**src/rtl/fnd_pkg.sv**
```systemverilog
// Shared types and constants for the 4-digit 7-segment scan controller.
package fnd_pkg;

  typedef enum logic {
    ST_SHOW,
    ST_BLANK
  } state_t;

  localparam logic [7:0] SEG_OFF = 8'hFF;
  localparam logic [3:0] COM_OFF = 4'hF;

  // Active-low {dp,g,f,e,d,c,b,a}, entry n = glyph for hex n, dp off.
  localparam logic [15:0][7:0] SEG_TABLE = {
    8'h8E, 8'h86, 8'hA1, 8'hC6,
    8'h83, 8'h88, 8'h90, 8'h80,
    8'hF8, 8'h82, 8'h92, 8'h99,
    8'hB0, 8'hA4, 8'hF9, 8'hC0
  };

  function automatic logic [3:0] com_onehot(
    input logic [1:0] idx
  );
    com_onehot = ~(4'b0001 << idx);
  endfunction

endpackage

```
**src/rtl/fnd_seg_decoder.sv**
```systemverilog
// Hex nibble to active-low segment pattern with dp and blanking.
module fnd_seg_decoder
  import fnd_pkg::*;
(
  input  logic [3:0] nibble,
  input  logic       dp,
  input  logic       blank,
  output logic [7:0] seg
);

  always_comb begin
    seg = SEG_TABLE[nibble];
    if (blank) seg[6:0] = 7'h7F;
    seg[7] = ~dp;
  end

endmodule

```
**src/rtl/fnd_scan_controller.sv**
```systemverilog
// Time-multiplexes four common-anode digits off an async scan clock,
// with anti-ghost blanking, per-frame snapshot and leading-zero blanking.
module fnd_scan_controller
  import fnd_pkg::*;
#(
  parameter int BLANK_CYCLES = 50,
  parameter int CNT_W        = 8
) (
  input  logic        i_clk,
  input  logic        i_reset,
  input  logic        i_scan_clk,
  input  logic [15:0] i_value,
  input  logic [3:0]  i_dp,
  input  logic        i_lz_blank,
  output logic [3:0]  o_com,
  output logic [7:0]  o_seg,
  output logic        o_frame
);

  localparam logic [CNT_W-1:0] CNT_LAST =
    CNT_W'(BLANK_CYCLES - 1);

  logic s1, s2, s3;
  logic scan_edge;

  state_t           state, state_nx;
  logic [CNT_W-1:0] cnt, cnt_nx;
  logic [1:0]       idx, idx_nx;
  logic [3:0]       com_nx;
  logic [7:0]       seg_nx;
  logic             frame_nx;

  logic [15:0] snap_value, snap_value_nx;
  logic [3:0]  snap_dp, snap_dp_nx;
  logic        snap_lz, snap_lz_nx;

  logic [1:0]  idx_inc;
  logic        use_in;
  logic [15:0] src_value;
  logic [3:0]  src_dp;
  logic        src_lz;
  logic [3:0]  nib;
  logic [3:0]  zero;
  logic        lz_hit;
  logic [7:0]  dec_seg;

  assign scan_edge = s2 & ~s3;

  always_ff @(posedge i_clk or posedge i_reset) begin
    if (i_reset) begin
      s1 <= 1'b0;
      s2 <= 1'b0;
      s3 <= 1'b0;
    end else begin
      s1 <= i_scan_clk;
      s2 <= s1;
      s3 <= s2;
    end
  end

  // Digit 0 starts a frame: it reads live inputs, others the snapshot.
  assign idx_inc   = idx + 2'd1;
  assign use_in    = (idx_inc == 2'd0);
  assign src_value = use_in ? i_value : snap_value;
  assign src_dp    = use_in ? i_dp : snap_dp;
  assign src_lz    = use_in ? i_lz_blank : snap_lz;
  assign nib       = src_value[{idx_inc, 2'b00} +: 4];

  always_comb begin
    for (int k = 0; k < 4; k++) begin
      zero[k] = (src_value[4*k +: 4] == 4'h0);
    end
  end

  always_comb begin
    lz_hit = 1'b0;
    unique case (idx_inc)
      2'd3: lz_hit = zero[3];
      2'd2: lz_hit = zero[3] & zero[2];
      2'd1: lz_hit = zero[3] & zero[2] & zero[1];
      2'd0: lz_hit = 1'b0;
    endcase
  end

  fnd_seg_decoder u_dec (
    .nibble (nib),
    .dp     (src_dp[idx_inc]),
    .blank  (src_lz & lz_hit),
    .seg    (dec_seg)
  );

  always_comb begin
    state_nx      = state;
    cnt_nx        = cnt;
    idx_nx        = idx;
    com_nx        = o_com;
    seg_nx        = o_seg;
    frame_nx      = 1'b0;
    snap_value_nx = snap_value;
    snap_dp_nx    = snap_dp;
    snap_lz_nx    = snap_lz;
    if (scan_edge) begin
      state_nx = ST_BLANK;
      cnt_nx   = '0;
      com_nx   = COM_OFF;
      seg_nx   = SEG_OFF;
    end else begin
      unique case (state)
        ST_BLANK: begin
          if (cnt == CNT_LAST) begin
            state_nx = ST_SHOW;
            idx_nx   = idx_inc;
            com_nx   = com_onehot(idx_inc);
            seg_nx   = dec_seg;
            if (use_in) begin
              frame_nx      = 1'b1;
              snap_value_nx = i_value;
              snap_dp_nx    = i_dp;
              snap_lz_nx    = i_lz_blank;
            end
          end else begin
            cnt_nx = cnt + 1'b1;
          end
        end
        ST_SHOW: ;
      endcase
    end
  end

  always_ff @(posedge i_clk or posedge i_reset) begin
    if (i_reset) begin
      state      <= ST_BLANK;
      cnt        <= '0;
      idx        <= 2'd3;
      o_com      <= COM_OFF;
      o_seg      <= SEG_OFF;
      o_frame    <= 1'b0;
      snap_value <= '0;
      snap_dp    <= '0;
      snap_lz    <= 1'b0;
    end else begin
      state      <= state_nx;
      cnt        <= cnt_nx;
      idx        <= idx_nx;
      o_com      <= com_nx;
      o_seg      <= seg_nx;
      o_frame    <= frame_nx;
      snap_value <= snap_value_nx;
      snap_dp    <= snap_dp_nx;
      snap_lz    <= snap_lz_nx;
    end
  end

endmodule

```
**config.mk**
```make
export PLATFORM = sky130hd
export DESIGN_NAME = fnd_scan_controller
export DESIGN_NICKNAME = d
export VERILOG_FILES = /design/src/rtl/fnd_pkg.sv /design/src/rtl/fnd_seg_decoder.sv /design/src/rtl/fnd_scan_controller.sv
export SDC_FILE = /design/constraint.sdc
export NUM_CORES = 1
export LEC_CHECK = 0
export CAP_MARGIN = 10
export CORE_MARGIN = 2
export CORE_UTILIZATION = 49
export DETAILED_ROUTE_END_ITERATION = 8
export HOLD_SLACK_MARGIN = 0.08
export PLACE_DENSITY_LB_ADDON = 0.2
export SETUP_SLACK_MARGIN = 0.1
export SLEW_MARGIN = 20
export SYNTH_ARGS = -nofsm -noshare
export SYNTH_HDL_FRONTEND = slang
export SYNTH_SLANG_ARGS = --single-unit
export TNS_END_PERCENT = 10
```
**constraint.sdc**
```tcl
create_clock -name i_clk -period 2.5 [get_ports i_clk]
set_clock_uncertainty 0.15 [all_clocks]
set_input_delay 0.5 -clock i_clk [delete_from_list [all_inputs] [get_ports i_clk]]
set_output_delay 0.5 -clock i_clk [all_outputs]
set_load 0.05 [all_outputs]
```
### Yosys cells after proc, flatten, opt, wreduce, memory -nomap -nowiden

Memory sizes are Yosys's and may differ from the RTL's.
Cells that the tools add are included.

| cells by class | value |
|---|---|
| add/subtract/negate cells | 2 |
| order comparisons | 2 |
| eq/ne operators | 5 |
| shift operators | 2 |
| mux-type cells | 24 |
| bitwise operators | 8 |
| reduce and logical (&&, ||, !) cells | 9 |

Operators with widths:

| kind | number |
|---|---|
| $mux 8 | 6 |
| $mux 16 | 1 |
| $mux 4 | 4 |
| $shiftx 16x5->4 | 1 |
| $mux 7 | 2 |
| $logic_not 4->1 | 3 |
| $mux 1 | 9 |
| $add 8x1->8 const B | 1 |
| $eq 8x6->1 const B | 1 |
| $lt 4x5->1 const B | 1 |
| $and 1x1->1 | 4 |
| $eq 2x2->1 const B | 2 |
| $not 4->4 | 1 |
| $pmux 1 s4 | 1 |
| $reduce_and 2->1 | 2 |
| $reduce_bool 2->1 | 2 |
| $shl 1x2->4 const A | 1 |
| $lt 2x3->1 const B | 1 |
| $not 1->1 | 3 |
| $reduce_and 3->1 | 1 |
| $add 2x1->2 const B | 1 |
| $bmux 1 s2 | 1 |
| $eq 2x1->1 const B | 1 |
| $logic_not 2->1 | 1 |
| $ne 2x2->1 const B | 1 |

| word-level totals | value |
|---|---|
| register bits | 48 |
| memory bits (read-only) | 128 |
| input port bits | 24 |
| output and inout bits | 13 |
| word-level logic and storage cells | 65 |
| memories | 1 |

Memories:

| name | words | width | read ports | clocked after Yosys merged registers in | write ports | RTL line | text |
|---|---|---|---|---|---|---|---|
| (name not given) | 16 | 8 | 1 | 0 | 0 | fnd_seg_decoder.sv:12 | `seg = SEG_TABLE[nibble];` |

### Longest topological paths before layout

Gate-level depths: netlist (run 1).

| logic depth | value |
|---|---|
| word-level depth | 12 |
| mapped depth | 11 |
| depth with buffers taken out | 9 |

### By module

Synthesis (run 1) repeated with hierarchy kept, for this count alone.

| unflattened totals | value |
|---|---|
| cell total of the unflattened synthesis | 209 |
| area, all modules | 2720.1 µm² |

By module, submodules not included:

| module | instances | cells each | area each (µm²) | seq. area each (µm²) |
|---|---|---|---|---|
| fnd_scan_controller | 1 | 173 | 2421.1 | 1219.9 |
| fnd_seg_decoder | 1 | 36 | 299.0 | 0.0 |

### Worst setup path after synthesis (run 1)

OpenSTA, ideal clock, no wires.

| timing path | value |
|---|---|
| path type | register to register |
| from | reg idx[0] |
| to | reg o_seg[4] |
| library setup time | 77 ps |
| arrival | 2491 ps |
| required time | 2273 ps |
| slack | -218 ps |
| stages on the path, launching flop included | 11 |
| path buffers | 2 |
| period minus slack after synthesis | 2718 ps |
| path through | dfstp_2 > ha_1 > buf_6 > buf_12 > mux2i_1 > mux4_2 > inv_1 > ha_1 > inv_1 > or3b_1 > a31oi_1 |

| on the way | value |
|---|---|
| word-level cells in the longest chain between the ends | 12 |
| elaborated cells on any way between the ends | 21 |
| classes of those cells | add/sub: 1; eq/ne: 3; shift: 1; mux: 8; bitwise: 3; reduce/logical: 4; memory: 1 |

Ends and longest elaborated chain:

| element | RTL line | text |
|---|---|---|
| start, declared | fnd_scan_controller.sv:28 | `logic [1:0] idx, idx_nx;` |
| start signal, assigned | fnd_scan_controller.sv:144 | `idx <= idx_nx;` |
| $add 2x1->2 * | fnd_scan_controller.sv:62 | `assign idx_inc = idx + 2'd1;` |
| branches (longest 7 deep; another with $mem_v2 16x8) | n/a |  |
| $mux 7 * | fnd_seg_decoder.sv:13 | `if (blank) seg[6:0] = 7'h7F;` |
| $mux 8 * | fnd_scan_controller.sv:110 | `if (cnt == CNT_LAST) begin` |
| $mux 8 * | fnd_scan_controller.sv:108 | `unique case (state)` |
| $mux 8 * | fnd_scan_controller.sv:102 | `if (scan_edge) begin` |
| end signal, assigned | fnd_scan_controller.sv:146 | `o_seg <= seg_nx;` |
| end, declared | fnd_scan_controller.sv:16 | `output logic [7:0] o_seg,` |

Every way passes the cells marked *. The select of a mux whose other input is x is not followed.
A chain may end at the register's enable or synchronous reset.

### Final worst setup path (run 1)

| timing path | value |
|---|---|
| from | reg idx[1] |
| to | reg o_seg[4] |

The elaborated chain is that of the path after synthesis.

==> flow_metrics.py, run 1 <==
metrics = {
    "sta": {
        "tightestPinTransition_ns": 0.705,
        "hold_ws_ns": 0.205,
        "min_period_ns": 2.53,
        "rsz0062_at_grt": "true",
        "setup_viol": 3,
        "fmax_mhz": 395,
        "layout_setup_ws_ns": -0.0339,
        "fin_crit_sh_pct": 101,
        "hold_viol": 0,
        "maxSlewViolCount": 0,
        "slew_headroom_pct": 52.9,
    },
    "synthesis": {
        "async_flop_share_pct": 100,
        "yosysSeqAreaShare_pct": 46.1,
        "syn_area_per_cell_um2": 11.5,
        "yosysTopAreaCell": "dfrtp_1",
        "synth_ff_type": "dfrtp_1",
        "synth_nets": 267,
        "ys_seq_elements": 48,
        "yosys_warnings": 0,
        "synthCells": 230,
        "syn-cell-area_um2": 2650,
        "synth_common_cells": "dfrtp_1 (33), nor2_1 (25), mux2_2 (19), mux2i_1 (19), nand2_1 (17)",
        "synth_edf_count": 0,
        "yosysMostFrequentCell": "dfrtp_1",
        "yosysTopAreaCellShare_pct": 31.2,
        "yosys-top-cells-area": "dfrtp_1 (31%), dfstp_2 (15%), mux2_2 (8.1%)",
        "synth.distinct_cells": 40,
    },
    "worst_setup_path": {
        "worst_ep_arrival_time_ns": 2.62,
        "crit_fanout": 7,
        "cp-start-kind": "register",
        "ff2ff_setup_slack_ns": -0.03,
        "cp_slowest_cell": "mux4_2",
        "path_class": "reg -> reg",
        "max_stage_delay_ns": 0.57,
        "cp_cell_sequence": "ha_4, buf_12, mux2i_1, mux4_2, inv_4, ha_4, inv_2, or3b_1, a31oi_1",
        "critPathCaptureType": "register",
        "crit_path_frequent_cell": "ha_4",
        "critPathRequiredTime_ns": 2.59,
        "cpLargestDelayFamily": "multiplexers",
        "path_buf_inv": 3,
    },
    "layout": {
        "drive_above_1_share_pct": 36.6,
        "multi_input_area_um2": 1540,
        "syn_to_final_growth_pct": 39.6,
        "ff_latch_area_um2": 1220,
        "fin_area_um2": 3690,
        "final.fill_count": 355,
        "antennaDiodeCount": 0,
        "finalNetCount": 342,
    },
    "floorplan": {
        "rows": 26,
        "core_um2": 5170,
        "die-area_um2": 6010,
        "top_level_ports": 37,
        "die_h_um": 77.5,
        "start_util_pct": 51.2,
        "die_x_um": 77.5,
    },
    "detailed_routing": {
        "firstDrtPassIters": 4,
        "wl_per_cell_um": 15.9,
        "viasPerCell": 5.46,
        "drc": 0,
        "vias": 2052,
        "final_antenna_net_count": 0,
        "dr.first_iter.drc_count": 81,
        "wl_um": 5970,
    },
    "power_and_ir_drop": {
        "p_leak_nw": 1.53,
        "total_power_mw": 1.65,
        "power_density_nw_per_um2": 446,
        "ir_drop_uv": 344,
    },
    "grt": {
        "use_met1_pct": 26.7,
        "grt_pass1_wl_um": 9500,
        "antenna_found_initial": 0,
        "grtUsageMet3_pct": 5.47,
        "grt_max_degree": 29,
        "first_global_vias": 2005,
        "grt_use_total_pct": 20.5,
        "met2_usage_pct": 33.6,
        "busiest_layer": "met2",
        "grt-ovfl-total": 0,
    },
    "placed_design": {
        "portBuffers": 36,
        "place_congestion": 0.846,
        "placed_area_um2": 3290,
        "dp_hpwl_um": 3830,
    },
    "worst_hold_path": {
        "hp-class": "reg -> reg",
    },
    "clock_network": {
        "ctsHoldBuffers": 0,
        "cts_buffer_depth": 2,
        "clk_pin_slew_ns": 0.09,
        "cts_root_buffer": "clkbuf_8",
        "cts_max_level": 2,
        "cts_buffers": 5,
        "clock_latency_ns": 0.30,
        "tritoncts": "yes",
        "cts_sinks": 48,
    },
    "run": {
        "cap_violations": 0,
    },
    "run_status": {
        "status": "finished, violations left",
        "violations": "negative setup slack",
    },
}
## worst register-to-register path, stage by stage (launching register included)
cell,delay [ns]
dfstp_2,0.56
ha_4,0.16
buf_12,0.14
mux2i_1,0.08
mux4_2,0.57
inv_4,0.11
ha_4,0.14
inv_2,0.05
or3b_1,0.34
a31oi_1,0.17
## power by group
part / internal [mW] / switching, mW
registers: 0.819 / 0.0471
clock network: 0.297 / 0.257
logic: 0.126 / 0.0998
## worst paths after layout
kind,from,endpoint,cells after the start
max,idx[1],o_seg[4],9
min,s1,s2,0
max reg2reg,idx[1],o_seg[4],9
min reg2reg,s1,s2,0
max in group asynchronous,i_reset,o_com[0],3
min in group asynchronous,i_reset,snap_dp[2],2
## logic make-up (layout without fill, tap and decap cells)
logic type | after synthesis | count (layout) | share of synthesized area, %
buf+inv | 19 | 93 | 4.21
fa+ha+maj | 13 | 13 | 6.14
simple gates | 67 | 67 | 12.3
xor+xnor | 9 | 9 | 2.98
flops | 48 | 48 | 46.1
compound gates | 30 | 30 | 7.61
mux | 44 | 46 | 20.7
## registers in the layout (all words and copies together), names as in the netlist
register    count
o_seg           8
snap_lz         1
snap_value     16
state           1
s1              1
cnt             8
o_frame         1
s2              1
idx             2
o_com           4
snap_dp         4
s3              1
## timing repair
action	4_1_cts	5_1_grt
pin swaps	6	8
setup buffers	6	3
endpoints found under the setup margin	7	7
resized for setup	17	17
gates cloned	2	0
## per-layer routing
| layer | share of wire [%] | wire length [µm] |
|---|---|---|
| met4 | 1.6 | 97 |
| met5 | 0 | 0 |
| met3 | 5.1 | 304 |
| met2 | 49 | 2930 |
| met1 | 44 | 2640 |
## stage by stage
stage                     util (%)  worst slack (ns)  TNS (ns)  cells
after floorplan                  -            -0.122    -0.205    230
after global placement        63.6            -0.143    -0.506    357
after detailed placement      63.6            -0.194    -0.710    357
after CTS                     69.1           -0.0200   -0.0272    373
after global routing          71.4           -0.0999    -0.456    376
final                         71.4           -0.0339   -0.0611    376
## cell type report
| type | count | area share, % |
|---|---|---|
| inverter | 9 | 0.982 |
| tap | 70 | 2.37 |
| timing repair buffer | 76 | 19.1 |
| multi-input combinational | 165 | 41.7 |
| clock buffer | 6 | 1.96 |
| clock inverter | 2 | 0.948 |
| sequential | 48 | 33.0 |
## layout by cell type, fill, tap and decap left out, types with 2 or more instances in the layout
master           count
inv_2                3
ha_1                 7
clkbuf_8             5
a31oi_1              4
nand2_1             17
a21oi_1             10
ha_4                 5
nor2b_1              2
mux2i_4              6
mux4_2               4
buf_6                3
buf_12               2
xor2_1               3
xnor2_1              6
inv_1                5
nor3b_1              2
mux2_2              19
buf_4               34
clkdlybuf4s50_1     36
dfstp_2             15
dfrtp_1             33
nor2_2               2
o211ai_1             5
mux2i_1              9
nand3_1              4
nor3_1               2
mux2i_2              4
mux4_1               4
a211o_1              2
nand4_1              3
o21ai_0              2
and3_1               2
a211oi_1             3
nor2_1              24
nor3b_2              2
No activity file was read; power rests on OpenSTA's default activity.
==> run 2: changes to the inputs <==
--- a/config.mk
+++ b/config.mk
@@ -10,7 +10,7 @@
 export CORE_UTILIZATION = 49
 export DETAILED_ROUTE_END_ITERATION = 8
 export HOLD_SLACK_MARGIN = 0.08
-export PLACE_DENSITY_LB_ADDON = 0.2
+export PLACE_DENSITY_LB_ADDON = 0.12
 export SETUP_SLACK_MARGIN = 0.1
 export SLEW_MARGIN = 20
 export SYNTH_ARGS = -nofsm -noshare
==> flow_metrics.py, run 2 (same netlist as run 1, synthesis figures left out) <==
metrics = {
    "run_status": {
        "status": "finished, violations left",
        "violations": "negative setup slack",
    },
    "detailed_routing": {
        "drc": 0,
        "wl_um": 5760,
        "final_antenna_net_count": 0,
        "firstDrtPassIters": 4,
        "vias": 2007,
        "dr.first_iter.drc_count": 89,
        "viasPerCell": 5.37,
        "wl_per_cell_um": 15.4,
    },
    "layout": {
        "final_util_pct": 67.9,
        "regMostFlops": "snap_value",
        "most-common-layout-cells": "clkdlybuf4s50_1 (36), buf_4 (36), dfrtp_1 (33)",
        "largest_reg_flops": 16,
        "finalNetCount": 340,
        "instances_no_fill": 374,
        "drive_above_1_share_pct": 33.6,
        "syn_to_final_growth_pct": 32.8,
        "reg_top3": "snap_value (16), cnt (8), o_seg (8)",
        "antennaDiodeCount": 0,
    },
    "placed_design": {
        "dp_hpwl_um": 3930,
        "portBuffers": 36,
        "place_congestion": 0.830,
        "dp.cells": 358,
    },
    "sta": {
        "min_period_ns": 2.57,
        "setup_viol": 4,
        "layout_setup_ws_ns": -0.0749,
        "rsz0062_at_grt": "true",
        "fin_crit_sh_pct": 103,
        "hold_viol": 0,
        "slew_headroom_pct": 49.6,
        "maxSlewViolCount": 0,
        "tightestPinTransition_ns": 0.754,
        "fmax_mhz": 388,
    },
    "worst_setup_path": {
        "critPathCaptureType": "register",
        "critPathRequiredTime_ns": 2.58,
        "path_class": "reg -> reg",
        "max_stage_delay_ns": 0.57,
        "ff2ff_setup_slack_ns": -0.07,
        "cp_cell_sequence": "ha_4, buf_4, mux2i_2, mux4_2, buf_4, ha_4, inv_2, or3b_1, a31oi_1",
        "crit_fanout": 6,
        "worst_ep_arrival_time_ns": 2.66,
        "cpLargestDelayFamily": "multiplexers",
        "cp-start-kind": "register",
        "ff2ff_path_depth": 9,
        "path_buf_inv": 3,
        "r2r-start": "idx[0]",
        "cp_slowest_cell": "dfstp_2",
        "rr_endpoint": "o_seg[4]",
    },
    "clock_network": {
        "clock_latency_ns": 0.30,
        "cts_root_buffer": "clkbuf_8",
        "cts_sinks": 48,
        "tritoncts": "yes",
        "clk_pin_slew_ns": 0.09,
        "cts_max_level": 2,
        "cts_buffer_depth": 2,
        "cts_buffers": 5,
    },
    "power_and_ir_drop": {
        "p_leak_nw": 1.46,
        "ir_drop_uv": 352,
        "power_density_nw_per_um2": 436,
    },
    "grt": {
        "grt-ovfl-total": 0,
        "first_global_vias": 2013,
        "antenna_found_initial": 0,
        "grt_pass1_wl_um": 9650,
        "grt_use_total_pct": 20.7,
        "grt_max_degree": 49,
    },
    "floorplan": {
        "die-area_um2": 6010,
        "rows": 26,
        "top_level_ports": 37,
        "die_x_um": 77.5,
        "core_um2": 5170,
        "die_h_um": 77.5,
        "start_util_pct": 51.2,
    },
    "worst_hold_path": {
        "min_from": "s1",
        "hp-class": "reg -> reg",
        "min_path_cells": 0,
        "hold_end": "s2",
    },
    "run": {
        "cap_violations": 0,
    },
}
==> run 2: changes by cell type in the layout (fill, tap and decap cells not counted), sizes merged <==
cell    previous run  this run
mux4               8         7
clkbuf             6         7
buf               40        39
bufinv             1         0
==> run 2: worst max path at each step <==
stage               startpoint       end  cells past startpoint
floorplan               idx[0]  o_seg[4]                     10
CTS                     idx[0]  o_seg[4]                      9
global route            idx[0]  o_seg[4]                      9
global placement    i_value[8]  o_seg[4]                      8
finish                  idx[0]  o_seg[4]                      9
detailed placement  i_value[8]  o_seg[4]                      8
==> run 2: cell type report <==
cell class                 instances  area (µm²)
clock buffer                       7        76.3
clock inverter                     1        5.00
fill                             396        1660
inverter                           9        36.3
multi-input combinational        164        1410
sequential                        48        1220
tap                               70        87.6
timing repair buffer              75         677
==> run 2: report_power, final <==
| part | switching [mW] | leakage [nW] | internal [mW] |
|---|---|---|---|
| logic | 0.0966 | 0.875 | 0.120 |
| clock network | 0.256 | 0.0422 | 0.197 |
| registers | 0.0455 | 0.543 | 0.819 |
==> run 2: metal layers <==
| metal | routed length, µm | global-route usage, % |
|---|---|---|
| met5 | 0 | 0 |
| met1 | 2640 | 26.9 |
| met3 | 216 | 5.00 |
| met4 | 87 | 6.43 |
| met2 | 2820 | 34.1 |
==> run 2: through the flow <==
step	setup slack [ns]	hold slack, ns	TNS, ns	total power [mW]	cell area [µm²]
after global routing	-0.195	0.227	-0.706	1.61	3510
after floorplan	-0.122	0.181	-0.205	0.995	2680
final	-0.0749	0.213	-0.127	1.53	3510
after global placement	-0.149	0.185	-0.679	1.08	3300
after detailed placement	-0.217	0.199	-0.946	1.09	3300
after CTS	-0.0885	0.222	-0.183	1.55	3470
==> run 2: repair_timing <==
item | 4_1_cts | 5_1_grt
hold buffers | 0 | 0
setup buffers | 6 | 1
pin swaps | 0 | 3
gates cloned | 1 | 0
endpoints found under the hold margin | 0 | 0
setup endpoints to repair | 7 | 7
gates resized for setup | 6 | 10
==> run 3: changes to the inputs <==
--- a/config.mk
+++ b/config.mk
@@ -12,7 +12,6 @@
 export HOLD_SLACK_MARGIN = 0.08
 export PLACE_DENSITY_LB_ADDON = 0.12
 export SETUP_SLACK_MARGIN = 0.1
-export SLEW_MARGIN = 20
 export SYNTH_ARGS = -nofsm -noshare
 export SYNTH_HDL_FRONTEND = slang
 export SYNTH_SLANG_ARGS = --single-unit
==> constraint.sdc (replaced) <==
create_clock -name i_clk -period 2.35 [get_ports i_clk]
set_clock_uncertainty 0.15 [all_clocks]
set_input_delay 0.47 -clock i_clk [delete_from_list [all_inputs] [get_ports i_clk]]
set_output_delay 0.47 -clock i_clk [all_outputs]
set_load 0.05 [all_outputs]
==> flow_metrics.py, run 3 (same netlist as run 1, synthesis figures left out) <==
metrics = {
    "layout": {
        "multi_input_area_um2": 1430,
        "largest_reg_flops": 16,
        "regMostFlops": "snap_value",
        "final.fill_count": 387,
        "fin_area_um2": 3580,
        "instances_no_fill": 374,
        "finalNetCount": 340,
        "drive_above_1_share_pct": 33.9,
        "most-common-layout-cells": "buf_4 (35), dfrtp_1 (33), nor2_1 (24), clkdlybuf4s50_1 (24), mux2_2 (19)",
        "reg_top3": "snap_value (16), cnt (8), o_seg (8)",
        "syn_to_final_growth_pct": 35.3,
        "layout_commonest_cell": "buf_4",
        "ff_latch_area_um2": 1220,
        "antennaDiodeCount": 0,
    },
    "power_and_ir_drop": {
        "power_frac_clock_pct": 37.8,
        "combPwrFrac_pct": 12.7,
        "p_int_mw": 1.43,
        "total_power_mw": 1.87,
        "ir_drop_uv": 373,
        "p_sw_share_pct": 23.5,
        "power.switching_uw": 439,
        "p_leak_nw": 1.48,
        "power_density_nw_per_um2": 522,
        "p_seq_share_pct": 49.5,
    },
    "worst_setup_path": {
        "critPathRequiredTime_ns": 2.44,
        "cpLargestDelayFamily": "multiplexers",
        "critPathCaptureType": "register",
        "cp-start-kind": "register",
        "path_buf_inv": 3,
        "path_class": "reg -> reg",
        "cp_cell_sequence": "ha_4, buf_12, mux2i_2, mux4_2, inv_2, ha_4, inv_2, or3b_1, a31oi_2",
        "cp_slowest_cell": "dfstp_2",
        "max_stage_delay_ns": 0.57,
        "crit_fanout": 5,
        "worst_ep_arrival_time_ns": 2.62,
    },
    "sta": {
        "hold_ws_ns": 0.218,
        "fin_crit_sh_pct": 108,
        "layout_setup_ws_ns": -0.183,
        "setup_viol": 7,
        "tightestPinTransition_ns": 0.488,
        "maxSlewViolCount": 0,
        "rsz0062_at_grt": "true",
        "min_period_ns": 2.53,
        "fmax_mhz": 395,
        "hold_viol": 0,
        "slew_headroom_pct": 67.4,
    },
    "clock_network": {
        "tritoncts": "yes",
        "cts_max_level": 2,
        "cts_root_buffer": "clkbuf_8",
        "cts_buffer_depth": 2,
        "clock_latency_ns": 0.30,
        "clk_pin_slew_ns": 0.09,
        "cts_buffers": 5,
        "cts_sinks": 48,
    },
    "grt": {
        "grt_pass1_wl_um": 9880,
        "grt_max_degree": 23,
        "antenna_found_initial": 0,
        "grt-ovfl-total": 0,
        "first_global_vias": 2088,
        "grt_use_total_pct": 20.8,
    },
    "run_status": {
        "violations": "negative setup slack",
        "status": "finished, violations left",
    },
    "floorplan": {
        "start_util_pct": 51.2,
        "rows": 26,
        "die_x_um": 77.5,
        "top_level_ports": 37,
        "die-area_um2": 6010,
        "die_h_um": 77.5,
        "core_um2": 5170,
    },
    "detailed_routing": {
        "final_antenna_net_count": 0,
        "wl_um": 5770,
        "drc": 0,
        "vias": 1994,
        "wl_per_cell_um": 15.4,
        "dr.first_iter.drc_count": 74,
        "firstDrtPassIters": 4,
        "viasPerCell": 5.33,
    },
    "worst_hold_path": {
        "hp-class": "reg -> reg",
    },
    "placed_design": {
        "dp_hpwl_um": 4060,
        "dp.cells": 358,
        "placed_area_um2": 3300,
        "place_congestion": 0.809,
        "dp_slack_ns": -0.330,
        "portBuffers": 36,
    },
    "run": {
        "cap_violations": 0,
    },
}
run 3: cell count changes in the layout (fill, tap and decap cells not counted), moves of 2 or more:
cell             delta
bufinv_16           +2
mux2i_2             +2
buf_12              +2
dlygate4sd2_1      +12
ha_1                +2
clkdlybuf4s50_1    -12
mux2i_1             -3
run 3: layout make-up:
type | instances | area share, %
multi-input combinational | 164 | 39.9
sequential | 48 | 34.1
timing repair buffer | 75 | 19.0
tap | 70 | 2.44
clock buffer | 6 | 2.03
clock inverter | 2 | 1.68
inverter | 9 | 0.943
run 3: metal layers:
metal / vias to the layer above / GRT usage (%) / share of wire [%]
li1: 970 / - / -
met1: 964 / 27.6 / 46
met2: 51 / 35.1 / 49
met3: 9 / 2.91 / 3.5
met4: 0 / 6.96 / 1.3
met5: - / 0 / 0
run 3: power groups by stage:
stage          clock, mW  sequential, mW  combinational (mW)
2_1_floorplan          0           0.923               0.136
3_5_place_dp           0           0.935               0.225
6_report           0.707           0.926               0.238
3_3_place_gp           0           0.932               0.219
5_1_grt            0.760           0.933               0.265
4_1_cts            0.731           0.921               0.229
run 3: timing repair:
item                                    CTS  global route
gates resized for setup                  20             7
pin swaps                                 4             3
hold endpoints to repair                  0             0
endpoints found under the setup margin   20            20
setup buffers                             5             2
hold buffers                              0             0
cloned                                    1             0
run 3: metrics by stage:
step | utilization (%) | setup TNS [ns]
2_1_floorplan | - | -1.16
3_3_place_gp | 63.7 | -1.71
3_5_place_dp | 63.7 | -1.78
4_1_cts | 68.4 | -1.15
5_1_grt | 69.3 | -1.62
6_report | 69.3 | -0.948
run 3: path summary, 6_finish.rpt:
check / start / endpoint / slack [ns] / depth (start not counted)
setup / recovery: idx[0] / o_seg[4] / -0.18 / 9
max in group asynchronous: i_reset / o_seg[2] / 1.22 / 3
setup reg to reg: idx[0] / o_seg[4] / -0.18 / 9
hold / removal: s1 / s2 / 0.22 / 0
hold reg to reg: s1 / s2 / 0.22 / 0
min in group asynchronous: i_reset / snap_dp[2] / 0.31 / 2
